`src/rtl/run_controller.sv`:
```
// Host-side launcher for the core's Reset/Start/Ack handshake: resets the core,
// pulses Start, then counts RUN cycles until Ack or timeout and reports with Done.
module run_controller #(
    parameter int          RST_CYCLES   = 2,
    parameter int          START_CYCLES = 2,
    parameter logic [15:0] TIMEOUT      = 16'hFFFF,
    parameter int          NPROG        = 3,
    parameter int          PW           = 2
) (
    input  logic          Clk,
    input  logic          Reset,
    input  logic          Go,
    input  logic [PW-1:0] ProgSel,
    input  logic          CoreAck,
    output logic          CoreReset,
    output logic          CoreStart,
    output logic [PW-1:0] CoreProg,
    output logic          Busy,
    output logic          Done,
    output logic          TimedOut,
    output logic          BadProg,
    output logic [15:0]   CycleCt
);

    typedef enum logic [2:0] {S_IDLE, S_RST, S_START, S_RUN, S_FIN} state_t;

    localparam logic [PW:0] NPROG_W   = (PW+1)'(NPROG);
    localparam logic [15:0] RST_LAST   = 16'(RST_CYCLES - 1);
    localparam logic [15:0] START_LAST = 16'(START_CYCLES - 1);

    state_t        state_q, state_d;
    logic [15:0]   phase_q, phase_d;
    logic          core_reset_q, core_reset_d;
    logic          core_start_q, core_start_d;
    logic [PW-1:0] core_prog_q, core_prog_d;
    logic          busy_q, busy_d;
    logic          done_q, done_d;
    logic          timed_out_q, timed_out_d;
    logic          bad_prog_q, bad_prog_d;
    logic [15:0]   cycle_ct_q, cycle_ct_d;
    logic [15:0]   cycle_ct_inc;

    assign cycle_ct_inc = cycle_ct_q + 16'd1;

    always_comb begin
        state_d      = state_q;
        phase_d      = phase_q;
        core_reset_d = core_reset_q;
        core_start_d = core_start_q;
        core_prog_d  = core_prog_q;
        timed_out_d  = timed_out_q;
        cycle_ct_d   = cycle_ct_q;
        done_d       = 1'b0;
        bad_prog_d   = 1'b0;
        case (state_q)
            S_IDLE: begin
                core_start_d = 1'b0;
                if (Go) begin
                    if ({1'b0, ProgSel} < NPROG_W) begin
                        core_prog_d  = ProgSel;
                        cycle_ct_d   = 16'd0;
                        timed_out_d  = 1'b0;
                        core_reset_d = 1'b1;
                        phase_d      = 16'd0;
                        state_d      = S_RST;
                    end else begin
                        bad_prog_d = 1'b1;
                    end
                end
            end
            S_RST: begin
                if (phase_q == RST_LAST) begin
                    core_reset_d = 1'b0;
                    core_start_d = 1'b1;
                    phase_d      = 16'd0;
                    state_d      = S_START;
                end else begin
                    phase_d = phase_q + 16'd1;
                end
            end
            S_START: begin
                if (phase_q == START_LAST) begin
                    core_start_d = 1'b0;
                    state_d      = S_RUN;
                end else begin
                    phase_d = phase_q + 16'd1;
                end
            end
            S_RUN: begin
                // Ack takes precedence over the timeout boundary on the same cycle.
                if (CoreAck) begin
                    done_d  = 1'b1;
                    state_d = S_FIN;
                end else begin
                    cycle_ct_d = cycle_ct_inc;
                    if (cycle_ct_inc == TIMEOUT) begin
                        timed_out_d  = 1'b1;
                        core_reset_d = 1'b1;
                        done_d       = 1'b1;
                        state_d      = S_FIN;
                    end
                end
            end
            S_FIN:   state_d = S_IDLE;
            default: state_d = S_IDLE;
        endcase
        busy_d = (state_d == S_RST) || (state_d == S_START) || (state_d == S_RUN);
    end

    always_ff @(posedge Clk or posedge Reset) begin
        if (Reset) begin
            state_q      <= S_IDLE;
            phase_q      <= 16'd0;
            core_reset_q <= 1'b1;
            core_start_q <= 1'b0;
            core_prog_q  <= '0;
            busy_q       <= 1'b0;
            done_q       <= 1'b0;
            timed_out_q  <= 1'b0;
            bad_prog_q   <= 1'b0;
            cycle_ct_q   <= 16'd0;
        end else begin
            state_q      <= state_d;
            phase_q      <= phase_d;
            core_reset_q <= core_reset_d;
            core_start_q <= core_start_d;
            core_prog_q  <= core_prog_d;
            busy_q       <= busy_d;
            done_q       <= done_d;
            timed_out_q  <= timed_out_d;
            bad_prog_q   <= bad_prog_d;
            cycle_ct_q   <= cycle_ct_d;
        end
    end

    assign CoreReset = core_reset_q;
    assign CoreStart = core_start_q;
    assign CoreProg  = core_prog_q;
    assign Busy      = busy_q;
    assign Done      = done_q;
    assign TimedOut  = timed_out_q;
    assign BadProg   = bad_prog_q;
    assign CycleCt   = cycle_ct_q;

endmodule

```
`config.mk`:
```
export PLATFORM = sky130hd
export DESIGN_NAME = run_controller
export DESIGN_NICKNAME = d
export VERILOG_FILES = /design/src/rtl/run_controller.sv
export SDC_FILE = /design/constraint.sdc
export NUM_CORES = 1
export LEC_CHECK = 0
export ABC_AREA = 1
export CAP_MARGIN = 20
export CORE_UTILIZATION = 48
export CTS_CLUSTER_DIAMETER = 150
export DETAILED_ROUTE_END_ITERATION = 10
export PLACE_DENSITY = 0.7
export SYNTH_ARGS = -nofsm -noshare
export SYNTH_HDL_FRONTEND = slang
export SYNTH_SLANG_ARGS = --single-unit
```
`constraint.sdc`:
```
create_clock -name Clk -period 2.31 [get_ports Clk]
set_clock_uncertainty 0.2 [all_clocks]
set_input_delay 0.231 -clock Clk [delete_from_list [all_inputs] [get_ports Clk]]
set_output_delay 0.231 -clock Clk [all_outputs]
set_load 0.01 [all_outputs]
```
==> flow_summary.toml <==
[drt]
routedWlPerCell_um = 13.2
antenna_left = 0
vias_per_cell = 5.21
drc = 0
drt_wl_total_um = 6230
drt_iter0_drc = 191
vias = 2460
drt-pass1-iter-count = 4

[power_and_ir_drop]
switching_share = 0.406
power_leakage_nw = 1.39
power.share.combinational = 0.428
intPower_mw = 2.06
p_switching_mw = 1.41
p_per_area_mw_per_mm2 = 1080
pwr-share-seq = 0.365
p_clk_frac = 0.207
ir_drop_mv = 0.679

[timing]
fin_crit_sh = 0.919
hold_violations = 0
max_freq_ghz = 0.471
finalSetupTns_ns = 0
tightest_slew_ns = 0.461
rsz0062_at_grt = "no"
slew_headroom = 0.690
drv_slew = 0
setup_violations = 0
fin_crit_ns = 2.12

[yosys]
synth_common_cells = "nand2_1 (90), inv_1 (47), dfrtp_1 (42), nor2_1 (34), nand3_1 (30)"
netlist_area_mm2 = 0.00264
synth_seq_area_share = 0.409
ys_seq_elements = 43
yosysMostFrequentCell = "nand2_1"
synthTopCellsByArea = "dfrtp_1 (40%), nand2_1 (13%), inv_1 (6.7%), nand3_1 (5.7%), o21ai_0 (4.9%)"
syn_nets = 370
synthArstFlopShare = 1.00
synth-main-ff-cell = "dfrtp_1"
synth_edf_count = 0
synthCells = 360
yosysUniqueCellTypes = 31
synth_top_area_frac = 0.399
syn_area_per_cell_um2 = 7.32
yosysWarningCount = 0
yosys.area.top_type = "dfrtp_1"

[cells_and_area]
design_area_mm2 = 0.00321
fin_cells = 472
fin_nets = 411
layout-drive-gt1-share = 0.0920
diodes = 0
syn_to_final_growth_pct = 21.9

[cts]
clk_latency_ns = 0.31
tritoncts = "yes"
clkTransAtPathRegs_ns = 0.09
cts_setup_buffers = 0
clk_path_buf_depth = 2
clock-sinks = 43
numCtsBuffers = 5
cts-root-buf = "clkbuf_8"
cts-htree-levels = 2

[global_route]
grt-ovfl-total = 0
grt_max_degree = 44
grt_pass1_wl_um = 10900
grt_pass1_vias = 2382
grt_use_total = 0.237
antenna_found_initial = 0

[setup_path]
endpoint_kind = "flip-flop"
cp-start-kind = "flip-flop"
criticalPathCategory = "flip-flop to flip-flop"
arrival_ns = 2.12
worstPathMaxFanout = 6
required_ns = 2.30

[floorplanning]
die_x_um = 76.1
rows = 26
dieArea_mm2 = 0.00579
die_y_um = 76.1
start_util = 0.506
coreArea_mm2 = 0.00520
ios = 30

[status]
status = "completed"

[run]
drv_cap = 0

[placed_design]
dpl_cell_area_mm2 = 0.00307
place_inst = 464
hpwl_um = 4580
io_buffers = 29
gp_congestion = 0.899

[hold_path]
hold_path.class = "input pin to asynchronous set/reset pin"
[power groups by stage]
stage | Clock [mW] | Combinational, mW | Sequential [mW]
2_1_floorplan | 0 | 0.922 | 1.27
3_5_place_dp | 0 | 1.48 | 1.27
3_3_place_gp | 0 | 1.45 | 1.27
5_1_grt | 0.762 | 1.68 | 1.30
4_1_cts | 0.728 | 1.49 | 1.26
6_report | 0.721 | 1.49 | 1.27
[state kept, by name, summed over array words and instances (netlist names)]
name,count
state_q,3
CoreReset,1
CoreProg,2
CoreStart,1
BadProg,1
Done,1
TimedOut,1
CycleCt,16
phase_q,16
Busy,1
[worst max-delay path, stage by stage (launching register included)]
cell and delay (ns):
dfrtp_2 0.46, ha_1 0.23, nand2_2 0.10, inv_1 0.06, nor2_1 0.12, nand2_1 0.08, nor2_1 0.08, nand2_1 0.06
nor2_1 0.11, nand2_1 0.07, nor2_2 0.12, nand2_2 0.10, nand3_1 0.13, nand3_1 0.08
[kinds of logic (layout without fill, tap and decap cells)]
family / count (synthesis) / after routing / synth area share
flip-flops: 43 / 43 / 0.409
buffers and inverters: 53 / 95 / 0.0793
AO/OA/AOI/OAI: 59 / 59 / 0.127
adder cells (fa/ha/maj): 4 / 4 / 0.0190
AND/OR/NAND/NOR: 189 / 189 / 0.326
XOR/XNOR: 12 / 12 / 0.0399
[placed cells by master, fill, tap and decap left out, types with 2 or more instances in the layout]
cell type,synthesis,final
o22ai_1,4,4
a21boi_1,2,2
nor4_1,2,2
nor3_1,5,5
o211ai_1,3,3
nand2_2,4,5
dfrtp_1,42,41
nor2_2,6,6
xor2_1,12,12
o21ai_0,26,26
nand4_1,12,12
bufinv_16,0,2
clkdlybuf4s50_1,0,29
buf_4,0,9
inv_1,47,46
a21oi_1,8,8
o21bai_1,7,7
nand2_1,90,89
clkbuf_8,0,5
ha_1,4,4
o21ai_1,8,8
nor2_1,34,34
nand3_1,30,30
[routing by layer]
metal	vias to the layer above	track usage	part of all wire
met5	-	0	0
met4	0	0.0885	0.018
met3	13	0.0479	0.053
met2	66	0.377	0.45
met1	1123	0.320	0.48
li1	1258	-	-
[final timing paths]
path                                        start                     to  slack [ns]  cells past startpoint
min                                         Reset      BadProg$_DFF_PP0_        0.05                      3
min in group Clk            CoreReset$_DFFE_PP1P_  CoreReset$_DFFE_PP1P_        0.27                      2
max reg2reg                CycleCt[1]$_DFFE_PP0P_         Busy$_DFF_PP0_        0.19                     13
max in group asynchronous                   Reset  CoreReset$_DFFE_PP1P_        1.59                      3
max                        CycleCt[1]$_DFFE_PP0P_         Busy$_DFF_PP0_        0.19                     13
min reg2reg                 CoreReset$_DFFE_PP1P_  CoreReset$_DFFE_PP1P_        0.27                      2
[area by class of cell]
type | instances | area (um^2)
repair buffers | 39 | 378
flip-flops and latches | 43 | 1080
fillers | 485 | 1990
clock inverters | 3 | 67.6
multi-input cells | 264 | 1350
well taps | 70 | 87.6
clock buffers | 5 | 68.8
inverters | 48 | 180
[through the flow]
step	total power, mW	hold slack [ns]	setup slack (ns)	utilization
floorplan	2.19	0.172	0.346	-
global placement	2.72	0.251	0.230	0.590
detailed placement	2.75	0.255	0.171	0.590
CTS	3.48	0.0660	0.144	0.616
global route	3.74	0.103	0.0242	0.617
finish	3.48	0.0534	0.187	0.617
[timing repair]
action / CTS / global route
endpoints found under the hold margin: 0 / 0
hold buffers: 0 / 0
setup endpoints to repair: 0 / 4
gates resized for setup: 0 / 2
Note: power is estimated with default switching activity, not from simulation.
